### config.mk
export PLATFORM = sky130hd
export DESIGN_NAME = div_subshift_hs
export DESIGN_NICKNAME = d
export VERILOG_FILES = /design/src/rtl/div_pkg.sv /design/src/rtl/div_subshift_step.sv /design/src/rtl/div_subshift_hs.sv
export SDC_FILE = /design/constraint.sdc
export NUM_CORES = 1
export LEC_CHECK = 0
export ABC_AREA = 0
export CORE_ASPECT_RATIO = 1.1
export CORE_MARGIN = 2
export CORE_UTILIZATION = 54
export DETAILED_ROUTE_END_ITERATION = 10
export GPL_TIMING_DRIVEN = 0
export PLACE_DENSITY_LB_ADDON = 0.05
export SYNTH_ARGS = -nofsm -noshare
export SYNTH_HDL_FRONTEND = slang
export SYNTH_SLANG_ARGS = --single-unit
### constraint.sdc
create_clock -name clk -period 3.5 [get_ports clk]
set_clock_uncertainty 0.15 [all_clocks]
set_input_delay 1.05 -clock clk [delete_from_list [all_inputs] [get_ports clk]]
set_output_delay 1.05 -clock clk [all_outputs]
set_load 0.02 [all_outputs]
### src/rtl/div_pkg.sv
// Shared definitions for the subtract-shift divider.
//   state_e    : controller states (IDLE, LOAD, RUN, FIX, DONE)
//   iter_count : number of RUN cycles for a given width / steps-per-cycle
package div_pkg;

  typedef enum logic [2:0] {
    IDLE = 3'd0,
    LOAD = 3'd1,
    RUN  = 3'd2,
    FIX  = 3'd3,
    DONE = 3'd4
  } state_e;

  function automatic int iter_count(input int data_w, input int steps_per_cycle);
    return data_w / steps_per_cycle;
  endfunction

endpackage

### src/rtl/div_subshift_step.sv
// One combinational restoring division step.
//   rem_i     : partial remainder (DATA_W+1 bits, always < divisor)
//   quo_i     : dividend bits still to consume (MSBs) / quotient bits so far (LSBs)
//   divisor_i : divisor magnitude
//   rem_o     : partial remainder after the trial subtract
//   quo_o     : quo_i shifted left by one with the new quotient bit in the LSB
module div_subshift_step #(
  parameter int DATA_W = 32
) (
  input  logic [DATA_W:0]   rem_i,
  input  logic [DATA_W-1:0] quo_i,
  input  logic [DATA_W-1:0] divisor_i,
  output logic [DATA_W:0]   rem_o,
  output logic [DATA_W-1:0] quo_o
);

  logic [DATA_W:0]   shifted;
  logic [DATA_W+1:0] diff;
  logic              rem_top_unused;

  // The incoming remainder is always below the divisor, so its top bit is
  // zero; it only exists so the shifted value below cannot overflow.
  assign rem_top_unused = rem_i[DATA_W];

  always_comb begin
    // NOTE: every combinational output gets a value on every path; the
    // defaults first make that true and prevent latch inference.
    rem_o   = '0;
    quo_o   = '0;
    shifted = {rem_i[DATA_W-1:0], quo_i[DATA_W-1]};
    // One extra bit so the borrow shows up as the sign of the difference.
    diff    = {1'b0, shifted} - {2'b00, divisor_i};
    if (!diff[DATA_W+1]) begin
      rem_o = diff[DATA_W:0];
      quo_o = {quo_i[DATA_W-2:0], 1'b1};
    end else begin
      rem_o = shifted;
      quo_o = {quo_i[DATA_W-2:0], 1'b0};
    end
  end

endmodule

### src/rtl/div_subshift_hs.sv
// Iterative restoring divider with valid/ready handshakes on both sides.
// Optional feature macro: DIV_SIGNED_EN (two's-complement signed division
// when defined; otherwise the sign input is ignored and all operations are
// unsigned, with identical latency).
//   clk, rst              : clock, synchronous active-high reset
//   in_valid / in_ready   : operand handshake (ready only in IDLE)
//   sign                  : 1 = signed division (DIV_SIGNED_EN builds only)
//   dividend, divisor     : operands
//   out_valid / out_ready : result handshake (results held while in DONE)
//   quotient, remainder   : results
//   div_by_zero           : result came from a zero divisor
module div_subshift_hs
  import div_pkg::*;
#(
  parameter int DATA_W          = 32,
  parameter int STEPS_PER_CYCLE = 1
) (
  input  logic              clk,
  input  logic              rst,
  input  logic              in_valid,
  output logic              in_ready,
  input  logic              sign,
  input  logic [DATA_W-1:0] dividend,
  input  logic [DATA_W-1:0] divisor,
  output logic              out_valid,
  input  logic              out_ready,
  output logic [DATA_W-1:0] quotient,
  output logic [DATA_W-1:0] remainder,
  output logic              div_by_zero
);

  localparam int N     = iter_count(DATA_W, STEPS_PER_CYCLE);
  localparam int CNT_W = $clog2(N + 1);

  if (DATA_W < 4 || (DATA_W % 2) != 0) begin : g_bad_width
    $error("div_subshift_hs: DATA_W must be even and >= 4");
  end
  if (STEPS_PER_CYCLE < 1 || (DATA_W % STEPS_PER_CYCLE) != 0) begin : g_bad_steps
    $error("div_subshift_hs: STEPS_PER_CYCLE must divide DATA_W");
  end

  logic sign_en;
`ifdef DIV_SIGNED_EN
  assign sign_en = sign;
`else
  logic sign_unused;
  assign sign_unused = sign;
  assign sign_en     = 1'b0;
`endif

  state_e            state_q, state_d;
  logic [DATA_W-1:0] a_q, a_d;          // dividend, then quotient, shift register
  logic [DATA_W-1:0] b_q, b_d;          // divisor magnitude
  logic [DATA_W:0]   acc_q, acc_d;      // partial remainder accumulator
  logic [CNT_W-1:0]  cnt_q, cnt_d;
  logic              sign_q, sign_d;
  logic              q_neg_q, q_neg_d;
  logic              r_neg_q, r_neg_d;
  logic [DATA_W-1:0] quo_q, quo_d;
  logic [DATA_W-1:0] rmd_q, rmd_d;
  logic              dbz_q, dbz_d;

  logic [DATA_W:0]   acc_run;
  logic [DATA_W-1:0] a_run;

  // Chain of STEPS_PER_CYCLE restoring steps, MSB first.
  for (genvar g = 0; g < STEPS_PER_CYCLE; g++) begin : g_step
    logic [DATA_W:0]   rem_in, rem_out;
    logic [DATA_W-1:0] quo_in, quo_out;
    if (g == 0) begin : g_first
      assign rem_in = acc_q;
      assign quo_in = a_q;
    end else begin : g_next
      assign rem_in = g_step[g-1].rem_out;
      assign quo_in = g_step[g-1].quo_out;
    end
    div_subshift_step #(.DATA_W(DATA_W)) u_step (
      .rem_i     (rem_in),
      .quo_i     (quo_in),
      .divisor_i (b_q),
      .rem_o     (rem_out),
      .quo_o     (quo_out)
    );
  end

  assign acc_run = g_step[STEPS_PER_CYCLE-1].rem_out;
  assign a_run   = g_step[STEPS_PER_CYCLE-1].quo_out;

  always_comb begin
    state_d   = state_q;
    a_d       = a_q;
    b_d       = b_q;
    acc_d     = acc_q;
    cnt_d     = cnt_q;
    sign_d    = sign_q;
    q_neg_d   = q_neg_q;
    r_neg_d   = r_neg_q;
    quo_d     = quo_q;
    rmd_d     = rmd_q;
    dbz_d     = dbz_q;
    in_ready  = 1'b0;
    out_valid = 1'b0;

    unique case (state_q)
      IDLE: begin
        in_ready = 1'b1;
        if (in_valid) begin
          sign_d  = sign_en;
          a_d     = dividend;
          b_d     = divisor;
          state_d = LOAD;
        end
      end
      LOAD: begin
        q_neg_d = sign_q & (a_q[DATA_W-1] ^ b_q[DATA_W-1]);
        r_neg_d = sign_q & a_q[DATA_W-1];
        if (sign_q && a_q[DATA_W-1]) a_d = -a_q;
        if (sign_q && b_q[DATA_W-1]) b_d = -b_q;
        acc_d   = '0;
        cnt_d   = '0;
        state_d = RUN;
      end
      RUN: begin
        a_d   = a_run;
        acc_d = acc_run;
        cnt_d = cnt_q + CNT_W'(1);
        if (cnt_q == CNT_W'(N - 1)) state_d = FIX;
      end
      FIX: begin
        // A zero divisor leaves all ones in the quotient and |dividend| in
        // the accumulator; skipping the quotient negation keeps all ones,
        // and the remainder negation restores the original dividend.
        dbz_d   = (b_q == '0);
        quo_d   = (q_neg_q && b_q != '0) ? -a_q : a_q;
        rmd_d   = r_neg_q ? -acc_q[DATA_W-1:0] : acc_q[DATA_W-1:0];
        state_d = DONE;
      end
      DONE: begin
        out_valid = 1'b1;
        if (out_ready) state_d = IDLE;
      end
      default: state_d = IDLE;
    endcase
  end

  always_ff @(posedge clk) begin
    if (rst) begin
      state_q <= IDLE;
      a_q     <= '0;
      b_q     <= '0;
      acc_q   <= '0;
      cnt_q   <= '0;
      sign_q  <= 1'b0;
      q_neg_q <= 1'b0;
      r_neg_q <= 1'b0;
      quo_q   <= '0;
      rmd_q   <= '0;
      dbz_q   <= 1'b0;
    end else begin
      // NOTE: non-blocking assignments so every flop samples the values
      // from before this edge, independent of statement order.
      state_q <= state_d;
      a_q     <= a_d;
      b_q     <= b_d;
      acc_q   <= acc_d;
      cnt_q   <= cnt_d;
      sign_q  <= sign_d;
      q_neg_q <= q_neg_d;
      r_neg_q <= r_neg_d;
      quo_q   <= quo_d;
      rmd_q   <= rmd_d;
      dbz_q   <= dbz_d;
    end
  end

  assign quotient    = quo_q;
  assign remainder   = rmd_q;
  assign div_by_zero = dbz_q;

endmodule

-- Word level (Yosys, flattened, before mapping)
Cells that the tools add are included.
- flip-flop bits (word level): 170
- input bits: 69
- output and inout port bits: 67
- word-level logic and storage cells: 41
- $add $sub $neg: 2
- eq/ne operators: 8
- mux-type cells: 14
- bitwise operators: 1
- reductions and logical operators: 8
- operator list (operator ; count):
    $mux W32 ; 4
    $pmux W32 S2 ; 2
    $sub A33 B32 Y34 ; 1
    $logic_not A32 Y1 ; 1
    $pmux W3 S5 ; 1
    $pmux W6 S2 ; 1
    $mux W3 ; 3
    $reduce_and A3 Y1 ; 3
    $add A6 B1 Y6 const B ; 1
    $eq A3 B2 Y1 const B ; 2
    $eq A6 B5 Y1 const B ; 1
    $ne A2 B2 Y1 const B ; 3
    $reduce_bool A2 Y1 ; 2
    $eq A3 B1 Y1 const B ; 1
    $eq A3 B3 Y1 const B ; 1
    $logic_not A3 Y1 ; 1
    $mux W1 ; 3
    $reduce_bool A3 Y1 ; 1
    $not A1 Y1 ; 1

-- Depth between registers and ports, before layout
- word-level depth: 3
- depth in mapped cells: 14
- gate-level depth less buffers: 13

-- Cells and area by module
A second synthesis with hierarchy kept.
- cell total of the unflattened synthesis: 1166
- area total of the unflattened synthesis: 8720.9 um2
- by module, submodules not included (module ; instances ; cells each ; area an instance (um2) ; seq. area each (um2)):
    div_subshift_hs ; 1 ; 773 ; 6221.0 ; 3423.3
    div_subshift_step ; 1 ; 393 ; 2499.9 ; 0.0

-- Worst setup path after synthesis
Ideal clock, no wire load.
- path type: register -> register
- start: register b_q[1]
- end: register acc_q[11]
- library setup time: 0.132 ns
- data arrival time: 2.621 ns
- data required time: 3.218 ns
- setup slack: 0.597 ns
- cell stages (with the launch flop): 14
- path buffers: 2
- period minus slack after synthesis: 2.903 ns
- cells stage by stage: dfxtp_1 inv_1 ha_1 nor2b_1 o31ai_2 a21oi_2 a2111oi_4 o211a_4 o211ai_4 and2_4 buf_6 buf_8 a32oi_1 a21oi_1
- word-level cells in the longest chain between the ends: 3
- RTL lines (what ; line ; text):
    from (decl) ; div_subshift_hs.sv:53 ; logic [DATA_W-1:0] b_q, b_d;
    from (signal assigned) ; div_subshift_hs.sv:150 ; b_q <= '0;
    from (signal assigned) ; div_subshift_hs.sv:164 ; b_q <= b_d;
    $sub A33 B32 Y34 ; div_subshift_step.sv:32 ; diff = {1'b0, shifted} - {2'b00, divisor_i};
    $mux W32 ; div_subshift_step.sv:33 ; if (!diff[DATA_W+1]) begin
    $pmux W32 S2 ; div_subshift_hs.sv:104 ; unique case (state_q)
    to (signal assigned) ; div_subshift_hs.sv:151 ; acc_q <= '0;
    to (signal assigned) ; div_subshift_hs.sv:165 ; acc_q <= acc_d;
    to (decl) ; div_subshift_hs.sv:54 ; logic [DATA_W:0] acc_q, acc_d;
Every way passes these cells.
A chain may end at the register's enable or synchronous reset.

-- Final worst setup path
- start: register acc_q[0]
- end: register acc_q[9]
- word-level cells in the longest chain between the ends: 3
- RTL lines (what ; line):
    $sub A33 B32 Y34 ; div_subshift_step.sv:32
    $mux W32 ; div_subshift_step.sv:33
    $pmux W32 S2 ; div_subshift_hs.sv:104
Every way passes these cells.

==> metrics.cfg <==
[drt]
via_per_inst = 5.570
drc = 0
drt-total-wl_um = 22280
drtAntennaViolNets = 0
wl_per_cell_um = 15.64
vias = 7932
drtIter0Drc = 518
dr.pass1.iters = 5

[floorplan]
die_w_um = 121.6
initial_core_util_pct = 54.99
dieArea_um2 = 16220
core_area_um2 = 14940
die_y_um = 133.4
ios = 136
rows = 47

[power]
p_leak_nw = 3.820
p_sw_share_pct = 31.84
p_switching_w = 0.001729
ir_worst_vdd_mv = 0.3211
power_frac_clock_pct = 35.1
p_int_w = 0.003703
power_density_nw_per_um2 = 521.8
power.share.sequential_pct = 39.7
p_comb_share_pct = 25.2

[timing]
slew_headroom_pct = 42.31
min_period_over_period_pct = 93.18
worstMarginPinSlew_ns = 0.8622
rsz0062_at_grt = false
report.final.hold_viol_count = 0
finalSetupViolCount = 0
hold_ws_ns = 0.3038
setup_tns_ns = 0
slew_violations = 0
clock.fmax_mhz = 306.6
period_needed_ns = 3.261

[worst_setup_path]
crit_path_end_kind = flop
arrival_ns = 3.42
cp_top_family = compound AO/OA/AOI/OAI gates
crit_path_top_delay_cell = dfxtp_1
crit_chain = ha_1, nor2b_1, o31ai_2, a21oi_2, a2111oi_4, o211a_4, o211ai_4, and2_4, buf_6, buf_8, nand2_1, o21ai_0
path_class = reg -> reg
cp-start-kind = flop
required_ns = 3.66
max_stage_delay_ns = 0.47
path_buf_inv = 2
cp_max_fo = 10

[synth]
ys.flop_type = dfxtp_1
ys_seq_elements = 170
synthCells = 1063
async_flop_share_pct = 0
synth_enable_flop_cells = 0
syn-cell-area_um2 = 8214
syn_avg_cell_area_um2 = 7.727
yosysSeqAreaShare_pct = 41.43
synth_fp_nets = 1166
yosys_warnings = 0
yosysUniqueCellTypes = 59

[outcome]
outcome = complete, no violations

[clock_tree]
tritoncts = done
cts_root_buffer = clkbuf_16
clkSinkCount = 170
cts_made_buffers = 17
max-clock-path-buffers = 2
cts_max_level = 4
clk_pin_slew_ns = 0.07
insertion_delay_ns = 0.43

[global_routing]
gr-total-overflow = 0
grtUsageTotal_pct = 28.21
grt_pass1_vias = 7506
antenna_found_initial = 0
grt_max_degree = 17
grt_pass1_wl_um = 36720

[flow_run]
drv_cap = 0

[place]
dpl.cell_count = 1393
dp_hpwl_um = 16720
gp_congestion = 0.9040
io_buffers = 134
placed_area_um2 = 9801

[finish]
n_antenna_cell = 0
fill_cells = 1299
drive_above_1_share_pct = 3.909
layout.nets = 1320
final_area_um2 = 10410
multiInputGateArea_um2 = 4380
areaGrowthSynthToFinish_pct = 26.73
postLayoutCoreUtil_pct = 69.69
final_cell_count_no_fill = 1424
register_area_um2 = 3403

[worst_hold_path]
hold_class = reg -> reg

==> sequential cells by signal, summed over array words and instances (netlist names) <==
signal	count
remainder	32
div_by_zero	1
b_q	32
quotient	32
state_q	3
a_q	32
cnt_q	6
acc_q	32
==> metal layers <==
metal / routed length, um / track usage [%] / share of wire (%)
met5: 0 / 0 / 0
met4: 616 / 10.41 / 2.8
met3: 1026 / 4.580 / 4.6
met2: 10380 / 45.07 / 47
met1: 10250 / 38.44 / 46
==> kinds of logic (layout without fill, tap and decap cells) <==
group           after synthesis  count (layout)  share of synthesized area (%)
compound gates              282             282                          21.80
xor+xnor                     26              26                          2.772
fa+ha+maj                    34              34                          5.270
buf+inv                     110             275                          5.407
flops                       170             170                          41.43
mux                          18              18                          2.193
simple gates                423             423                          21.13
==> worst register-to-register path, cell delays in order (launching register included) <==
cell       delay, ns
dfxtp_1         0.47
ha_1            0.28
nor2b_1         0.15
o31ai_2         0.27
a21oi_2         0.16
a2111oi_4       0.47
o211a_4         0.30
o211ai_4        0.12
and2_4          0.18
buf_6           0.15
buf_8           0.15
nand2_1         0.19
o21ai_0         0.12
==> power groups by stage <==
stage	registers [W]	logic, W	clock network, W
2_1_floorplan	0.00218	0.000965	0
3_3_place_gp	0.00220	0.00132	0
3_5_place_dp	0.00220	0.00134	0
4_1_cts	0.00215	0.00135	0.00192
5_1_grt	0.00217	0.00152	0.00200
6_report	0.00216	0.00137	0.00191
==> through the flow <==
step                      setup slack (ns)  total power [W]
after floorplan                     0.5967         0.003141
after global placement             0.09013         0.003519
after detailed placement           0.07627         0.003533
after CTS                          0.07281         0.005417
after global routing               0.01100         0.005689
final                               0.2388         0.005432
==> cell type report <==
class	count	share of cell area, %
buffer	70	2.825
clock buffer	19	4.351
clock inverter	11	1.298
inverter	40	1.442
multi-input combinational	783	42.08
sequential	170	32.69
tap	196	2.356
timing repair buffer	135	12.96
==> cells in the mapped netlist (all sizes together) (2+ instances only) <==
cell | n | share of area [%]
a2111oi | 3 | 0.55
a211oi | 7 | 0.64
a21boi | 3 | 0.27
a21o | 12 | 1.1
a21oi | 136 | 8.3
a221oi | 2 | 0.21
a311oi | 32 | 3.4
a31o | 2 | 0.21
a31oi | 4 | 0.30
a32oi | 11 | 1.2
and2 | 4 | 0.34
and3 | 5 | 0.38
buf | 10 | 0.84
clkbuf | 60 | 2.7
dfxtp | 170 | 41
ha | 33 | 5.0
inv | 40 | 1.8
mux2i | 18 | 2.2
nand2 | 305 | 14
nand2b | 6 | 0.46
nand3 | 10 | 0.61
nand3b | 2 | 0.18
nand4 | 9 | 0.69
nor2 | 57 | 2.6
nor2b | 3 | 0.23
nor3 | 6 | 0.37
nor4 | 8 | 0.61
o211a | 2 | 0.34
o211ai | 5 | 0.62
o21a | 4 | 0.37
o21ai | 44 | 2.7
o21bai | 5 | 0.46
o221ai | 2 | 0.21
or2 | 2 | 0.15
or4 | 2 | 0.18
xnor2 | 14 | 1.5
xor2 | 12 | 1.3
==> path summary, 6_finish.rpt <==
check	cells after the start	start	slack, ns	end
max	12	acc_q[0]	0.24	acc_q[9]
min	2	quotient[6]	0.30	quotient[6]
max reg2reg	12	acc_q[0]	0.24	acc_q[9]
min reg2reg	2	quotient[6]	0.30	quotient[6]
==> repair_timing <==
item,CTS,global route
endpoints found under the setup margin,0,14
buffers inserted,0,1
resized for setup,0,4
hold endpoints to repair,0,0
hold buffers,0,0
==> cells in the final DEF (no fill, tap or decap), types with 8 or more instances in the layout <==
master / instances
a21o_1: 12
a21oi_1: 135
a311oi_1: 32
a32oi_1: 11
clkbuf_1: 60
clkbuf_16: 17
clkdlybuf4s50_1: 134
dfxtp_1: 170
ha_1: 33
inv_1: 40
mux2i_1: 18
nand2_1: 304
nand3_1: 10
nand4_1: 9
nor2_1: 57
nor4_1: 8
o21ai_0: 34
o21ai_1: 10
xnor2_1: 14
xor2_1: 12
Note: power is estimated with default switching activity, not from simulation.
